## src/rtl/mem_port_arbiter_pkg.sv

```systemverilog
// Shared types and constants for the imem/dmem unified memory port arbiter.
// State encodings, requester IDs, abort data and the round-robin pick.
package mem_port_arbiter_pkg;

  typedef enum logic [1:0] {
    ST_IDLE  = 2'd0,
    ST_IBUSY = 2'd1,
    ST_DBUSY = 2'd2
  } state_t;

  typedef enum logic {
    GNT_IMEM = 1'b0,
    GNT_DMEM = 1'b1
  } gnt_t;

  localparam logic [31:0] ERR_DATA  = 32'hDEADBEEF;
  localparam logic [1:0]  MASK_WORD = 2'd2;

  // A tie goes to whichever side did not win last time.
  function automatic gnt_t rr_pick(
    input logic i_v,
    input logic d_v,
    input gnt_t last
  );
    gnt_t g;
    g = GNT_IMEM;
    unique case (1'b1)
      (i_v & d_v):  g = (last == GNT_IMEM) ? GNT_DMEM : GNT_IMEM;
      (d_v & ~i_v): g = GNT_DMEM;
      default:      g = GNT_IMEM;
    endcase
    return g;
  endfunction

endpackage

```

## src/rtl/mem_port_arbiter_watchdog.sv

```systemverilog
// Busy-cycle watchdog for the memory port arbiter.
// Counts busy cycles since the last grant and flags the timeout cycle.
module mem_port_arbiter_watchdog #(
  parameter int TIMEOUT_CYCLES = 255
) (
  input  logic i_clk,
  input  logic i_rst,
  input  logic i_clr,
  input  logic i_busy,
  output logic o_expire
);

  localparam int LOG_W = $clog2(TIMEOUT_CYCLES + 1);
  localparam int CW    = (LOG_W > 8) ? LOG_W : 8;

  logic [CW-1:0] r_cnt;
  logic          w_last;

  // Busy cycle N sees a count of N-1, so the Nth busy cycle expires.
  assign w_last   = (r_cnt == CW'(TIMEOUT_CYCLES - 1));
  assign o_expire = i_busy && w_last;

  always_ff @(posedge i_clk) begin
    if (i_rst) begin
      r_cnt <= '0;
    end else if (i_clr) begin
      r_cnt <= '0;
    end else if (i_busy && !w_last) begin
      r_cnt <= r_cnt + CW'(1);
    end
  end

endmodule

```

## src/rtl/mem_port_arbiter.sv

```systemverilog
// Round-robin arbiter sharing one memory port between imem and dmem.
// Optional watchdog abort is enabled by defining ARB_TIMEOUT_EN.
module mem_port_arbiter
  import mem_port_arbiter_pkg::*;
#(
  parameter int ADDR_W         = 32,
  parameter int DATA_W         = 32,
  parameter int TIMEOUT_CYCLES = 255
) (
  input  logic              clock,
  input  logic              reset,
  input  logic [ADDR_W-1:0] imem_addr,
  input  logic              imem_valid,
  output logic              imem_good,
  output logic [DATA_W-1:0] imem_instr,
  input  logic [ADDR_W-1:0] dmem_addr,
  input  logic              dmem_valid,
  input  logic [DATA_W-1:0] dmem_writeData,
  input  logic              dmem_memRead,
  input  logic              dmem_memWrite,
  input  logic [1:0]        dmem_maskMode,
  input  logic              dmem_sext,
  output logic              dmem_good,
  output logic [DATA_W-1:0] dmem_readData,
  output logic [ADDR_W-1:0] mem_addr,
  output logic [DATA_W-1:0] mem_writeData,
  output logic              mem_memRead,
  output logic              mem_memWrite,
  output logic [1:0]        mem_maskMode,
  output logic              mem_sext,
  output logic              mem_valid,
  input  logic              mem_good,
  input  logic [DATA_W-1:0] mem_readData,
  output logic              arb_err
);

  state_t r_state;
  state_t w_next;
  gnt_t   r_last;
  gnt_t   w_pick;

  logic              w_busy;
  logic              w_grant;
  logic              w_timeout;
  logic              w_abort;
  logic              w_done;
  logic [DATA_W-1:0] w_rsp;

  logic [ADDR_W-1:0] r_addr;
  logic [DATA_W-1:0] r_wdata;
  logic              r_rd;
  logic              r_wr;
  logic [1:0]        r_mask;
  logic              r_sext;

  assign w_pick  = rr_pick(imem_valid, dmem_valid, r_last);
  assign w_busy  = (r_state != ST_IDLE);
  assign w_grant = !w_busy && (imem_valid || dmem_valid);
  assign w_abort = w_timeout && !mem_good;
  assign w_done  = w_busy && (mem_good || w_abort);
  assign w_rsp   = w_abort ? DATA_W'(ERR_DATA) : mem_readData;

  always_ff @(posedge clock) begin
    if (reset) begin
      r_state <= ST_IDLE;
      r_last  <= GNT_IMEM;
    end else begin
      r_state <= w_next;
      if (w_grant) r_last <= w_pick;
    end
  end

  always_comb begin
    w_next = r_state;
    unique case (r_state)
      ST_IDLE: begin
        if (w_grant)
          w_next = (w_pick == GNT_DMEM) ? ST_DBUSY : ST_IBUSY;
      end
      ST_IBUSY, ST_DBUSY: begin
        if (w_done) w_next = ST_IDLE;
      end
      default: w_next = ST_IDLE;
    endcase
  end

  always_comb begin
    imem_good     = 1'b0;
    dmem_good     = 1'b0;
    imem_instr    = '0;
    dmem_readData = '0;
    if (w_done && r_state == ST_IBUSY) begin
      imem_good  = 1'b1;
      imem_instr = w_rsp;
    end
    if (w_done && r_state == ST_DBUSY) begin
      dmem_good     = 1'b1;
      dmem_readData = w_rsp;
    end
  end

  // Fetches are always full-word unsigned reads.
  always_ff @(posedge clock) begin
    if (reset) begin
      r_addr  <= '0;
      r_wdata <= '0;
      r_rd    <= 1'b0;
      r_wr    <= 1'b0;
      r_mask  <= 2'd0;
      r_sext  <= 1'b0;
    end else if (w_grant) begin
      if (w_pick == GNT_DMEM) begin
        r_addr  <= dmem_addr;
        r_wdata <= dmem_writeData;
        r_rd    <= dmem_memRead;
        r_wr    <= dmem_memWrite;
        r_mask  <= dmem_maskMode;
        r_sext  <= dmem_sext;
      end else begin
        r_addr  <= imem_addr;
        r_wdata <= '0;
        r_rd    <= 1'b1;
        r_wr    <= 1'b0;
        r_mask  <= MASK_WORD;
        r_sext  <= 1'b0;
      end
    end
  end

  assign mem_valid     = w_busy;
  assign mem_addr      = r_addr;
  assign mem_writeData = r_wdata;
  assign mem_memRead   = r_rd;
  assign mem_memWrite  = r_wr;
  assign mem_maskMode  = r_mask;
  assign mem_sext      = r_sext;

`ifdef ARB_TIMEOUT_EN
  logic r_err;

  mem_port_arbiter_watchdog #(
    .TIMEOUT_CYCLES(TIMEOUT_CYCLES)
  ) u_wdog (
    .i_clk   (clock),
    .i_rst   (reset),
    .i_clr   (w_grant),
    .i_busy  (w_busy),
    .o_expire(w_timeout)
  );

  always_ff @(posedge clock) begin
    if (reset) r_err <= 1'b0;
    else if (w_abort) r_err <= 1'b1;
  end

  assign arb_err = r_err;
`else
  logic w_unused_to;

  assign w_unused_to = (TIMEOUT_CYCLES != 0);
  assign w_timeout   = 1'b0;
  assign arb_err     = 1'b0;
`endif

endmodule
```

## config.mk

```make
export PLATFORM = sky130hd
export DESIGN_NAME = mem_port_arbiter
export DESIGN_NICKNAME = d
export VERILOG_FILES = /design/src/rtl/mem_port_arbiter_pkg.sv /design/src/rtl/mem_port_arbiter_watchdog.sv /design/src/rtl/mem_port_arbiter.sv
export SDC_FILE = /design/constraint.sdc
export NUM_CORES = 1
export LEC_CHECK = 0
export ABC_AREA = 1
export CAP_MARGIN = 20
export CORE_AREA = 2 2 105 107
export DETAILED_ROUTE_END_ITERATION = 16
export DIE_AREA = 0 0 107 109
export GPL_TIMING_DRIVEN = 0
export PLACE_DENSITY = 0.92
export SYNTH_ARGS = -nofsm -noshare
export SYNTH_HDL_FRONTEND = slang
export SYNTH_SLANG_ARGS = --single-unit
```

## constraint.sdc

```tcl
create_clock -name clock -period 2.71 [get_ports clock]
set_input_delay 0.271 -clock clock [delete_from_list [all_inputs] [get_ports clock]]
set_output_delay 0.271 -clock clock [all_outputs]
set_load 0.005 [all_outputs]
```

==> results.json <==
{
  "status": "finished, final reports clean",
  "ys_types": 20,
  "startpoint_type": "flop",
  "antenna_left": 0,
  "fmax_mhz": 383.7,
  "tritoncts": "done",
  "initial_core_util": 0.3329,
  "cts_made_buffers": 9,
  "drc": 0,
  "fin_util": 0.6236,
  "dieArea_um2": 11660,
  "die_x_um": 107,
  "area.growth.synth_to_final_pct": 87.31,
  "maxSlewViolCount": 0,
  "syn_area_per_cell_um2": 6.214,
  "pwr-share-comb": 0.402,
  "clkSinkCount": 72,
  "switchingPower_uw": 1110,
  "seq_area_frac_synth": 0.4084,
  "clock_path_buffers": 2,
  "worstSetupPathType": "flop to output pin",
  "top_level_ports": 275,
  "critPathMaxFanout": 10,
  "switching_share": 0.3235,
  "synth_compound_area_frac": 0.1046,
  "synth_area_um2": 3530,
  "vdd_drop_max_v": 0.0004476,
  "clk_latency_ns": 0.34,
  "p_leak_uw": 0.002938,
  "core_um2": 10600,
  "finalCritPeriodShare": 0.9616,
  "end_kind": "output pin",
  "yosys.area_share.simple": 0.3407,
  "power_uw": 3432,
  "drt_iter0_drc": 254,
  "dpl-instance-area_um2": 6437,
  "totalWireLength_mm": 13.06,
  "gp_congestion": 0.8172,
  "synthAdderAreaFrac": 0.01063,
  "synth_xor_area_frac": 0,
  "grt-ovfl-total": 0,
  "setup_violations": 0,
  "fin_skew_ns": 0.01370,
  "grt_max_degree": 12,
  "muxShareOfSynthArea": 0,
  "worstPathRequired_ns": 2.44,
  "postLayoutCellArea_um2": 6611,
  "antenna_found_initial": 0,
  "grt_pass1_wl_mm": 19.75,
  "via_per_inst": 4.455,
  "layout.nets": 993,
  "layout_setup_ws_ns": 0.1041,
  "dp_hpwl_mm": 10.41,
  "numPortBuffers": 273,
  "holdBufCountCts": 0,
  "synth_top_family_by_area": "simple AND/OR/NAND/NOR gates",
  "clock-root-buffer": "clkbuf_8",
  "num_rows": 38,
  "arrival_ns": 2.33,
  "cts_setup_buffers": 0,
  "seq_power_share": 0.384,
  "drive_above_1_share": 0.05614,
  "synth-seq-cells": 72,
  "die_h_um": 109,
  "grt_pass1_vias": 4135,
  "yosysWarnings": 0,
  "track_usage": 0.2151,
  "hp-class": "flop to flop",
  "num_vias": 4433,
  "power.density_nw_per_um2": 519.1,
  "htreeDepth": 3,
  "hold_viol_final": 0,
  "dr.pass1.iters": 4,
  "pre_cts_ws_ns": 0.2403,
  "n_antenna_cell": 0,
  "clockPowerShare": 0.215,
  "wire_per_inst_um": 13.13,
  "synth_nets": 709,
  "maxCapViolCount": 0,
  "rsz0062_at_grt": "true",
  "finalCriticalPeriod_ns": 2.606,
  "whs_ns": 0.4644,
  "internal_power_uw": 2322,
  "path_clk_slew_ns": 0.07,
  "syn_inst": 568
}
-- logic make-up after synthesis --
kind of cell / Yosys count
buffers and inverters: 105
AO/OA/AOI/OAI: 73
adder cells (fa/ha/maj): 3
other: 1
flip-flops: 72
AND/OR/NAND/NOR: 314
-- synth_stat cells (all sizes together) --
cell type | number | area, um2
a21oi | 38 | 190.2
buf | 27 | 181.4
clkbuf | 7 | 27.52
conb | 1 | 3.750
dfxtp | 72 | 1441
ha | 3 | 37.54
inv | 71 | 266.5
nand2 | 143 | 539.3
nand3 | 3 | 15.01
nor2 | 166 | 638.1
nor3 | 2 | 10.01
o21ai | 35 | 178.9
-- repair_timing --
item | 4_1_cts | 5_1_grt
pin swaps | 0 | 0
resized for setup | 3 | 0
setup endpoints to repair | 60 | 14
endpoints found under the hold margin | 0 | 0
-- power groups by stage --
stage | combinational [uW] | sequential (uW) | clock [uW]
after detailed placement | 1380 | 1340 | 0
after global placement | 1350 | 1330 | 0
after global routing | 1520 | 1340 | 793
final | 1380 | 1320 | 737
after CTS | 1390 | 1320 | 761
after floorplan | 600 | 1350 | 0
-- worst max-delay path: stages (launching register included) --
cell             delay (ns)
dfxtp_1                0.36
inv_1                  0.07
ha_1                   0.28
inv_4                  0.17
nand3_2                0.19
buf_2                  0.25
nor2_1                 0.14
clkdlybuf4s50_1        0.54
-- cell type report --
class	count	area [um2]
clock buffer	11	141.4
tap	140	175.2
sequential	72	1441
fill	909	3991
inverter	71	269.0
timing repair buffer	273	2733
multi-input combinational	391	1623
clock inverter	3	20.02
buffer	34	209.0
-- cells in the final DEF (no fill, tap or decap), types with 7 or more instances in the layout --
cell type and instances:
a21oi_1 38, buf_2 16, clkbuf_1 7, clkbuf_8 10, clkdlybuf4s50_1 273, dfxtp_1 72, inv_1 70, nand2_1 142
nor2_1 164, o21ai_0 29
-- per-stage QoR --
stage / std cells / TNS, ns
2_1_floorplan: 568 / 0
3_3_place_gp: 981 / 0
3_5_place_dp: 981 / 0
4_1_cts: 995 / 0
5_1_grt: 995 / -0.2359
6_report: 995 / 0
-- layer usage --
layer | wire [um] | vias to the layer above | global-route usage
li1 | - | 2257 | -
met1 | 4721 | 1946 | 0.2231
met2 | 6757 | 198 | 0.3976
met3 | 1220 | 32 | 0.07472
met4 | 365 | 0 | 0.08534
met5 | 0 | - | 0
-- final timing paths --
check | depth (start not counted) | slack [ns] | from | endpoint
worst max-delay path | 7 | 0.10 | r_state[0] | imem_instr[25]
worst min-delay path | 2 | 0.46 | mem_writeData[20] | mem_writeData[20]
worst max register to register | 7 | 1.08 | r_state[0] | mem_writeData[21]
worst min register to register | 2 | 0.46 | mem_writeData[20] | mem_writeData[20]
-- flip-flops by register name (all words and copies together), names as in the netlist --
signal         flops
mem_addr          32
mem_maskMode       2
mem_memRead        1
mem_memWrite       1
mem_sext           1
mem_writeData     32
r_last             1
r_state            2
Note: power is estimated with default switching activity, not from simulation.
